$ cat src/rtl/car_motion_fsm.sv
// Elevator car motion controller: moves the car one floor per TRAVEL_CYCLES toward
// the requested destination, then opens the door for DOOR_CYCLES (extendable by door_hold).
module car_motion_fsm #(
  parameter int NUM_FLOORS    = 5,
  parameter int TRAVEL_CYCLES = 50000000,
  parameter int DOOR_CYCLES   = 100000000,
  parameter int CNT_W         = 27
) (
  input  logic                  clk,
  input  logic                  reset,
  input  logic                  enable,
  input  logic [2:0]            dest,
  input  logic                  door_hold,
  output logic [1:0]            state,
  output logic [2:0]            location,
  output logic                  door_open,
  output logic                  arrive,
  output logic [NUM_FLOORS-1:0] floor_onehot
);

  typedef enum logic [1:0] {
    ST_IDLE = 2'd0,
    ST_DOOR = 2'd1,
    ST_UP   = 2'd2,
    ST_DOWN = 2'd3
  } car_state_t;

  localparam logic [CNT_W-1:0] TRAVEL_LAST = CNT_W'(TRAVEL_CYCLES - 1);
  localparam logic [CNT_W-1:0] DOOR_LAST   = CNT_W'(DOOR_CYCLES - 1);
  localparam logic [CNT_W-1:0] CNT_ONE     = CNT_W'(1);
  localparam logic [2:0]       TOP_FLOOR   = 3'(NUM_FLOORS);
  localparam logic [2:0]       BOT_FLOOR   = 3'd1;

  car_state_t            state_q, state_d;
  logic [2:0]            loc_q, loc_d;
  logic [CNT_W-1:0]      cnt_q, cnt_d;
  logic                  arrive_q, arrive_d;
  logic                  door_open_q, door_open_d;
  logic [NUM_FLOORS-1:0] onehot_q, onehot_d;

  logic       dest_ok;
  logic [2:0] next_floor;

  // Out-of-range destinations behave exactly like "no request".
  assign dest_ok = (dest != 3'd0) && (dest <= TOP_FLOOR);

  // NOTE: every variable driven here gets a default before any branch, so no
  // path through the block leaves a value unassigned and no latch is inferred.
  always_comb begin
    state_d    = state_q;
    loc_d      = loc_q;
    cnt_d      = cnt_q;
    arrive_d   = 1'b0;
    next_floor = loc_q;

    if (enable) begin
      unique case (state_q)
        ST_IDLE: begin
          cnt_d = '0;
          if (dest_ok && (dest > loc_q)) begin
            state_d = ST_UP;
          end else if (dest_ok && (dest < loc_q)) begin
            state_d = ST_DOWN;
          end
        end

        ST_UP: begin
          if (cnt_q == TRAVEL_LAST) begin
            cnt_d      = '0;
            next_floor = loc_q + 3'd1;
            loc_d      = next_floor;
            arrive_d   = 1'b1;
            // Keep climbing only while the request is still strictly above us.
            if ((next_floor == TOP_FLOOR) || !(dest_ok && (dest > next_floor))) begin
              state_d = ST_DOOR;
            end
          end else begin
            cnt_d = cnt_q + CNT_ONE;
          end
        end

        ST_DOWN: begin
          if (cnt_q == TRAVEL_LAST) begin
            cnt_d      = '0;
            next_floor = loc_q - 3'd1;
            loc_d      = next_floor;
            arrive_d   = 1'b1;
            if ((next_floor == BOT_FLOOR) || !(dest_ok && (dest < next_floor))) begin
              state_d = ST_DOOR;
            end
          end else begin
            cnt_d = cnt_q + CNT_ONE;
          end
        end

        ST_DOOR: begin
          // A held door restarts the dwell and takes priority over expiry.
          if (door_hold) begin
            cnt_d = '0;
          end else if (cnt_q == DOOR_LAST) begin
            cnt_d   = '0;
            state_d = ST_IDLE;
          end else begin
            cnt_d = cnt_q + CNT_ONE;
          end
        end

        default: begin
          state_d = ST_IDLE;
          cnt_d   = '0;
        end
      endcase
    end

    // Indicator outputs are decoded from next-state values so they register
    // alongside state and location.
    door_open_d = (state_d == ST_DOOR);
    onehot_d    = '0;
    for (int i = 0; i < NUM_FLOORS; i++) begin
      onehot_d[i] = (loc_d == 3'(i + 1));
    end
  end

  // NOTE: sequential state uses non-blocking assignments so every register
  // samples the pre-edge values regardless of statement order.
  always_ff @(posedge clk) begin
    if (reset) begin
      state_q     <= ST_IDLE;
      loc_q       <= BOT_FLOOR;
      cnt_q       <= '0;
      arrive_q    <= 1'b0;
      door_open_q <= 1'b0;
      onehot_q    <= NUM_FLOORS'(1);
    end else begin
      state_q     <= state_d;
      loc_q       <= loc_d;
      cnt_q       <= cnt_d;
      arrive_q    <= arrive_d;
      door_open_q <= door_open_d;
      onehot_q    <= onehot_d;
    end
  end

  assign state        = state_q;
  assign location     = loc_q;
  assign door_open    = door_open_q;
  assign arrive       = arrive_q;
  assign floor_onehot = onehot_q;

endmodule

$ cat config.mk
export PLATFORM = sky130hd
export DESIGN_NAME = car_motion_fsm
export DESIGN_NICKNAME = d
export VERILOG_FILES = /design/src/rtl/car_motion_fsm.sv
export SDC_FILE = /design/constraint.sdc
export NUM_CORES = 1
export LEC_CHECK = 0
export CAP_MARGIN = 25
export CORE_MARGIN = 2
export CORE_UTILIZATION = 45
export DETAILED_ROUTE_END_ITERATION = 10
export PLACE_DENSITY = 0.76
export SLEW_MARGIN = 20
export SYNTH_ARGS = -nofsm -noshare
export SYNTH_HDL_FRONTEND = slang
export SYNTH_SLANG_ARGS = --single-unit
$ cat constraint.sdc
create_clock -name clk -period 3.4 [get_ports clk]
set_input_delay 0.51 -clock clk [delete_from_list [all_inputs] [get_ports clk]]
set_output_delay 0.51 -clock clk [all_outputs]
set_load 0.1 [all_outputs]
==> results of run 1 <==
==> final cells by class <==
| class | count | area share (%) |
|---|---|---|
| sequential | 39 | 30.7 |
| tap | 67 | 3.30 |
| inverter | 12 | 1.77 |
| timing repair buffer | 19 | 7.39 |
| clock inverter | 3 | 2.66 |
| multi-input combinational | 202 | 51.5 |
| clock buffer | 5 | 2.71 |
==> registers in the layout, indices dropped and copies added (netlist names) <==
| register | count |
|---|---|
| floor_onehot | 5 |
| door_open | 1 |
| cnt_q | 27 |
| location | 3 |
| state | 2 |
| arrive | 1 |
==> cell usage in the layout, fill, tap and decap left out, types with 5 or more instances in the layout <==
cell             synthesis  final
inv_1                   11     11
nand2_1                 16     16
ha_1                    11     11
nand4_1                 10     10
nor2_1                  39     39
and3_1                   6      6
a22o_1                   5      5
a21oi_1                  9      9
xor2_1                  13     13
clkdlybuf4s50_1          0     18
nor3_1                   6      6
nand3_1                 16     16
nor2b_1                  5      5
dfxtp_1                 39     39
xnor2_1                 11     11
clkbuf_8                 0      5
==> logic make-up (layout without fill, tap and decap cells) <==
logic type      count (synthesis)  after routing  synth area share (%)
compound gates                 36             36                  11.8
xor+xnor                       24             24                  9.59
fa+ha+maj                      11             11                  6.28
buf+inv                        23             39                  4.68
flops                          39             39                  35.6
mux                             3              3                  1.37
simple gates                  128            128                  30.6
==> worst max path at each step <==
| stage | from | to | slack, ps | depth (start not counted) |
|---|---|---|---|---|
| 2_1_floorplan | location[0] | door_open | 380 | 10 |
| 3_3_place_gp | cnt_q[8] | cnt_q[15] | 380 | 6 |
| 3_5_place_dp | cnt_q[8] | cnt_q[23] | 300 | 6 |
| 4_1_cts | cnt_q[0] | cnt_q[23] | 290 | 7 |
| 5_1_grt | cnt_q[0] | cnt_q[23] | 60 | 7 |
| 6_report | cnt_q[8] | cnt_q[24] | 280 | 6 |
==> report_power, final <==
part           switching, mW  total, mW  internal, mW  leakage, nW
clock                  0.171      0.464         0.293       0.0644
combinational         0.0898      0.135        0.0453        0.523
sequential            0.0108      0.473         0.463        0.315
total                  0.272       1.07         0.800        0.902
==> stage by stage <==
| step | hold slack (ps) | area, um2 | power (mW) | worst slack [ps] | cells |
|---|---|---|---|---|---|
| 6_report | 516 | 2540 | 1.07 | 281 | 347 |
| 5_1_grt | 552 | 2540 | 1.11 | 63.4 | 347 |
| 4_1_cts | 513 | 2540 | 1.08 | 287 | 347 |
| 3_5_place_dp | 500 | 2400 | 0.618 | 304 | 339 |
| 3_3_place_gp | 487 | 2400 | 0.616 | 379 | 339 |
| 2_1_floorplan | 472 | 2190 | 0.591 | 385 | 264 |
==> critical path, stage by stage, from the launching register on <==
cell     delay, ps
dfxtp_1        360
or4b_1         540
or4_1          540
or4_4          610
a22o_1         370
o21ai_4        470
nor2_1         100
==> routing by layer <==
metal	up-vias	track usage (%)	share of wire, %
met5	-	0	0
met4	0	7.88	1.6
met3	9	5.62	5.5
met2	41	28.8	44
met1	893	24.8	49
li1	964	-	-
==> impl_metrics.tcl, run 1 <==
set metrics [dict create \
    netlist_area_um2 2190 \
    die_h_um 73.8 \
    gp_congestion 0.841 \
    grt_setup_unrepaired "no" \
    yosysUniqueCellTypes 49 \
    numPortBuffers 18 \
    ant_nets 0 \
    core_area_um2 4720 \
    postLayoutCoreUtil_pct 53.8 \
    cellPowerDensity_nw_per_um2 422 \
    viasPerCell 5.50 \
    drt_pass1_iterations 4 \
    synth_top_cells_by_area "dfxtp_1 36%, nor2_1 6.7%, ha_1 6.3%" \
    syn-num-nets 282 \
    grt_overflow_total 0 \
    synth_edf_count 0 \
    max_freq_mhz 321 \
    yosys.area.top_type "dfxtp_1" \
    synth_flop_cell "dfxtp_1" \
    fill_cells 443 \
    grt_pass1_vias 1736 \
    start_kind "flip-flop" \
    required_ps 3570 \
    hold_depth 2 \
    cts_buffers 5 \
    relSlewSlack_pct 35.2 \
    nets 297 \
    wirelength_um 4590 \
    hold_viol_final 0 \
    synth_top_area_share_pct 35.6 \
    post-cts-setup-buffer-count 0 \
    clockBufferDepth 2 \
    drv_cap 0 \
    cts.sinks 39 \
    area_growth_pct 16.0 \
    drt_drc_violations_left 0 \
    drv_slew 0 \
    setup_violations 0 \
    cts_tree "done" \
    drt-initial-drc-count 152 \
    antenna_found_initial 0 \
    h-tree-depth 2 \
    synth_common_cells "39 x dfxtp_1, 39 x nor2_1, 16 x nand2_1, 16 x nand3_1, 13 x xor2_1" \
    grt_pass1_wl_um 7920 \
    critPathMaxFanout 19 \
    period_share_pct 91.7 \
    cts_root_buf "clkbuf_8" \
    synth-seq-cells 39 \
    arrival_ps 3290 \
    num_antenna_cells 0 \
    tns_ps 0 \
    hold_buffers 0 \
    clk_latency_ps 300 \
    postCtsResizedCells 0 \
    seq_area_um2 781 \
    synthCells 264 \
    rrSetupSlack_ps 280 \
    rr_startpoint "cnt_q[8]" \
    irDropWorstVdd_uv 224 \
    fin_worst_skew_ps 6.83 \
    multiInputGateArea_um2 1310 \
    die_w_um 73.8 \
    route.vias.total 1907 \
    end_kind "flip-flop" \
    rows 25 \
    async_flop_share_pct 0 \
    hp-class "flip-flop to flip-flop" \
    pin_count 19 \
    r2r_cells 6 \
    place_hpwl_um 3350 \
    r2r_end "cnt_q[24]" \
    start_util_pct 46.4 \
    layout-drive-gt1-share_pct 6.79 \
    synth.avg_cell_area_um2 8.30 \
    grtUsageTotal_pct 18.9 \
    yosysWarnings 0 \
    worst_slew_pin_slew_ps 969 \
    ys_seq_area_share_pct 35.6 \
    period_minus_slack_ps 3120 \
    p_leak_nw 0.902 \
    die_area_um2 5440 \
    grt_start_max_net_pins 20 \
    min_to "cnt_q[6]" \
    hp-start "cnt_q[6]" \
    status "finished clean" \
    clk_transition_reported_paths_ps 80 \
    wire_per_inst_um 13.2 \
    worstSetupPathType "flip-flop to flip-flop" \
]
Power figures use the tool's default switching activity.
==> run 2: changes to the inputs <==
Settings changed: PLACE_DENSITY 0.76 to not set, PLACE_DENSITY_LB_ADDON set to 0.1.
==> run 2 against run 1 <==
  * Fmax up 1.4%
  * Clock skew up 1.3 ps
  * Power down 15%
  * Largest power group unchanged
==> impl_metrics.tcl, run 2 (synthesis results as in run 1) <==
set metrics [dict create \
    core_area_um2 4720 \
    layout_setup_ws_ps 324 \
    hold_viol_final 0 \
    clockBufferDepth 2 \
    die_h_um 73.8 \
    clk_latency_ps 280 \
    p_leak_nw 0.887 \
    drv_slew 0 \
    h-tree-depth 2 \
    start_kind "flip-flop" \
    grt_pass1_wl_um 7650 \
    start_util_pct 46.4 \
    drt_drc_violations_left 0 \
    place_hpwl_um 3360 \
    area_growth_pct 13.6 \
    irDropWorstVdd_uv 273 \
    path_buf_inv 0 \
    grt_overflow_total 0 \
    viasPerCell 5.33 \
    nets 297 \
    die_w_um 73.8 \
    numPortBuffers 18 \
    pin_count 19 \
    dp_slack_ps 302 \
    antenna_found_initial 0 \
    largest_reg_flops 27 \
    worstSetupPathType "flip-flop to flip-flop" \
    drv_cap 0 \
    rows 25 \
    largest_register "cnt_q" \
    hp-class "flip-flop to flip-flop" \
    drt-initial-drc-count 129 \
    critPathMaxFanout 19 \
    grtUsageTotal_pct 18.1 \
    finalPower_mw 0.916 \
    route.vias.total 1843 \
    cp_slowest_cell "or4_4" \
    pwr-share-seq_pct 51.7 \
    slowest_delay_ps 610 \
    layout_common_cells "39 x nor2_1, 39 x dfxtp_1, 17 x clkdlybuf4s50_1, 16 x nand3_1, 16 x nand2_1" \
    required_ps 3560 \
    post-cts-setup-buffer-count 0 \
    setup_violations 0 \
    grt_start_max_net_pins 20 \
    arrival_ps 3230 \
    cts_root_buf "clkbuf_8" \
    cts_tree "done" \
    die_area_um2 5440 \
    num_antenna_cells 0 \
    wirelength_um 4530 \
    layout-drive-gt1-share_pct 6.81 \
    grt_setup_unrepaired "no" \
    cts.sinks 39 \
    status "finished clean" \
    tns_ps 0 \
    worst_slew_pin_slew_ps 968 \
    crit_family "simple AND/OR/NAND/NOR gates" \
    hold_buffers 0 \
    drt_pass1_iterations 4 \
    gp_congestion 0.822 \
    path_cells "or4b_1 -> or4_1 -> or4_4 -> a22o_1 -> o21ai_4 -> nor2_1" \
    power.internal_mw 0.667 \
    period_minus_slack_ps 3080 \
    clk_transition_reported_paths_ps 70 \
    ant_nets 0 \
    max_freq_mhz 325 \
    cellPowerDensity_nw_per_um2 368 \
    wire_per_inst_um 13.1 \
    postCtsResizedCells 0 \
    clkPwrFrac_pct 33.7 \
    relSlewSlack_pct 35.2 \
    p_sw_share_pct 27.2 \
    combPwrFrac_pct 14.6 \
    grt_pass1_vias 1649 \
    cts_buffers 5 \
    p_switching_mw 0.249 \
    whs_ps 517 \
    end_kind "flip-flop" \
    fin_worst_skew_ps 8.18 \
    period_share_pct 90.5 \
]
run 2: cell types whose count changed in the layout (fill, tap and decap cells not counted), sizes merged:
cell,delta
buf,+1
bufinv,-2
clkbuf,+1
clkdlybuf4s50,-1
clkinv,+1
clkinvlp,-1
run 2: layer usage:
| layer | vias to the layer above | GRT usage [%] | routed length, um |
|---|---|---|---|
| met2 | 37 | 28.4 | 2080 |
| met4 | 0 | 5.86 | 43 |
| li1 | 959 | - | - |
| met1 | 843 | 24.6 | 2240 |
| met5 | - | 0 | 0 |
| met3 | 4 | 4.25 | 161 |
run 2: worst min-delay path, cell delays in order (launching register included):
cell     delay (ps)
dfxtp_1         340
xor2_1           70
nor2_1           70
run 2: path summary, 6_finish.rpt:
| kind | slack [ps] | depth (start not counted) | end | from |
|---|---|---|---|---|
| worst max-delay path | 320 | 6 | cnt_q[10] | cnt_q[8] |
| worst min-delay path | 520 | 2 | cnt_q[23] | cnt_q[23] |
| worst max register to register | 320 | 6 | cnt_q[10] | cnt_q[8] |
| worst min register to register | 520 | 2 | cnt_q[23] | cnt_q[23] |
run 2: cell type report:
type	instances	area [um2]
fill	466	2230
multi-input combinational	202	1310
sequential	39	781
timing repair buffer	19	185
tap	67	83.8
clock buffer	6	82.6
inverter	12	45.0
clock inverter	1	5.00
run 2: power groups by stage:
stage	clock (mW)	sequential [mW]	combinational [mW]
after global placement	0	0.484	0.134
after floorplan	0	0.513	0.0783
after CTS	0.322	0.473	0.134
after detailed placement	0	0.484	0.133
after global routing	0.337	0.475	0.145
final	0.308	0.474	0.134
run 2: through the flow:
step	utilization [%]	instances	area, um2
floorplan	-	264	2190
global placement	50.9	339	2400
detailed placement	50.9	339	2400
CTS	52.7	346	2490
global route	52.7	346	2490
finish	52.7	346	2490
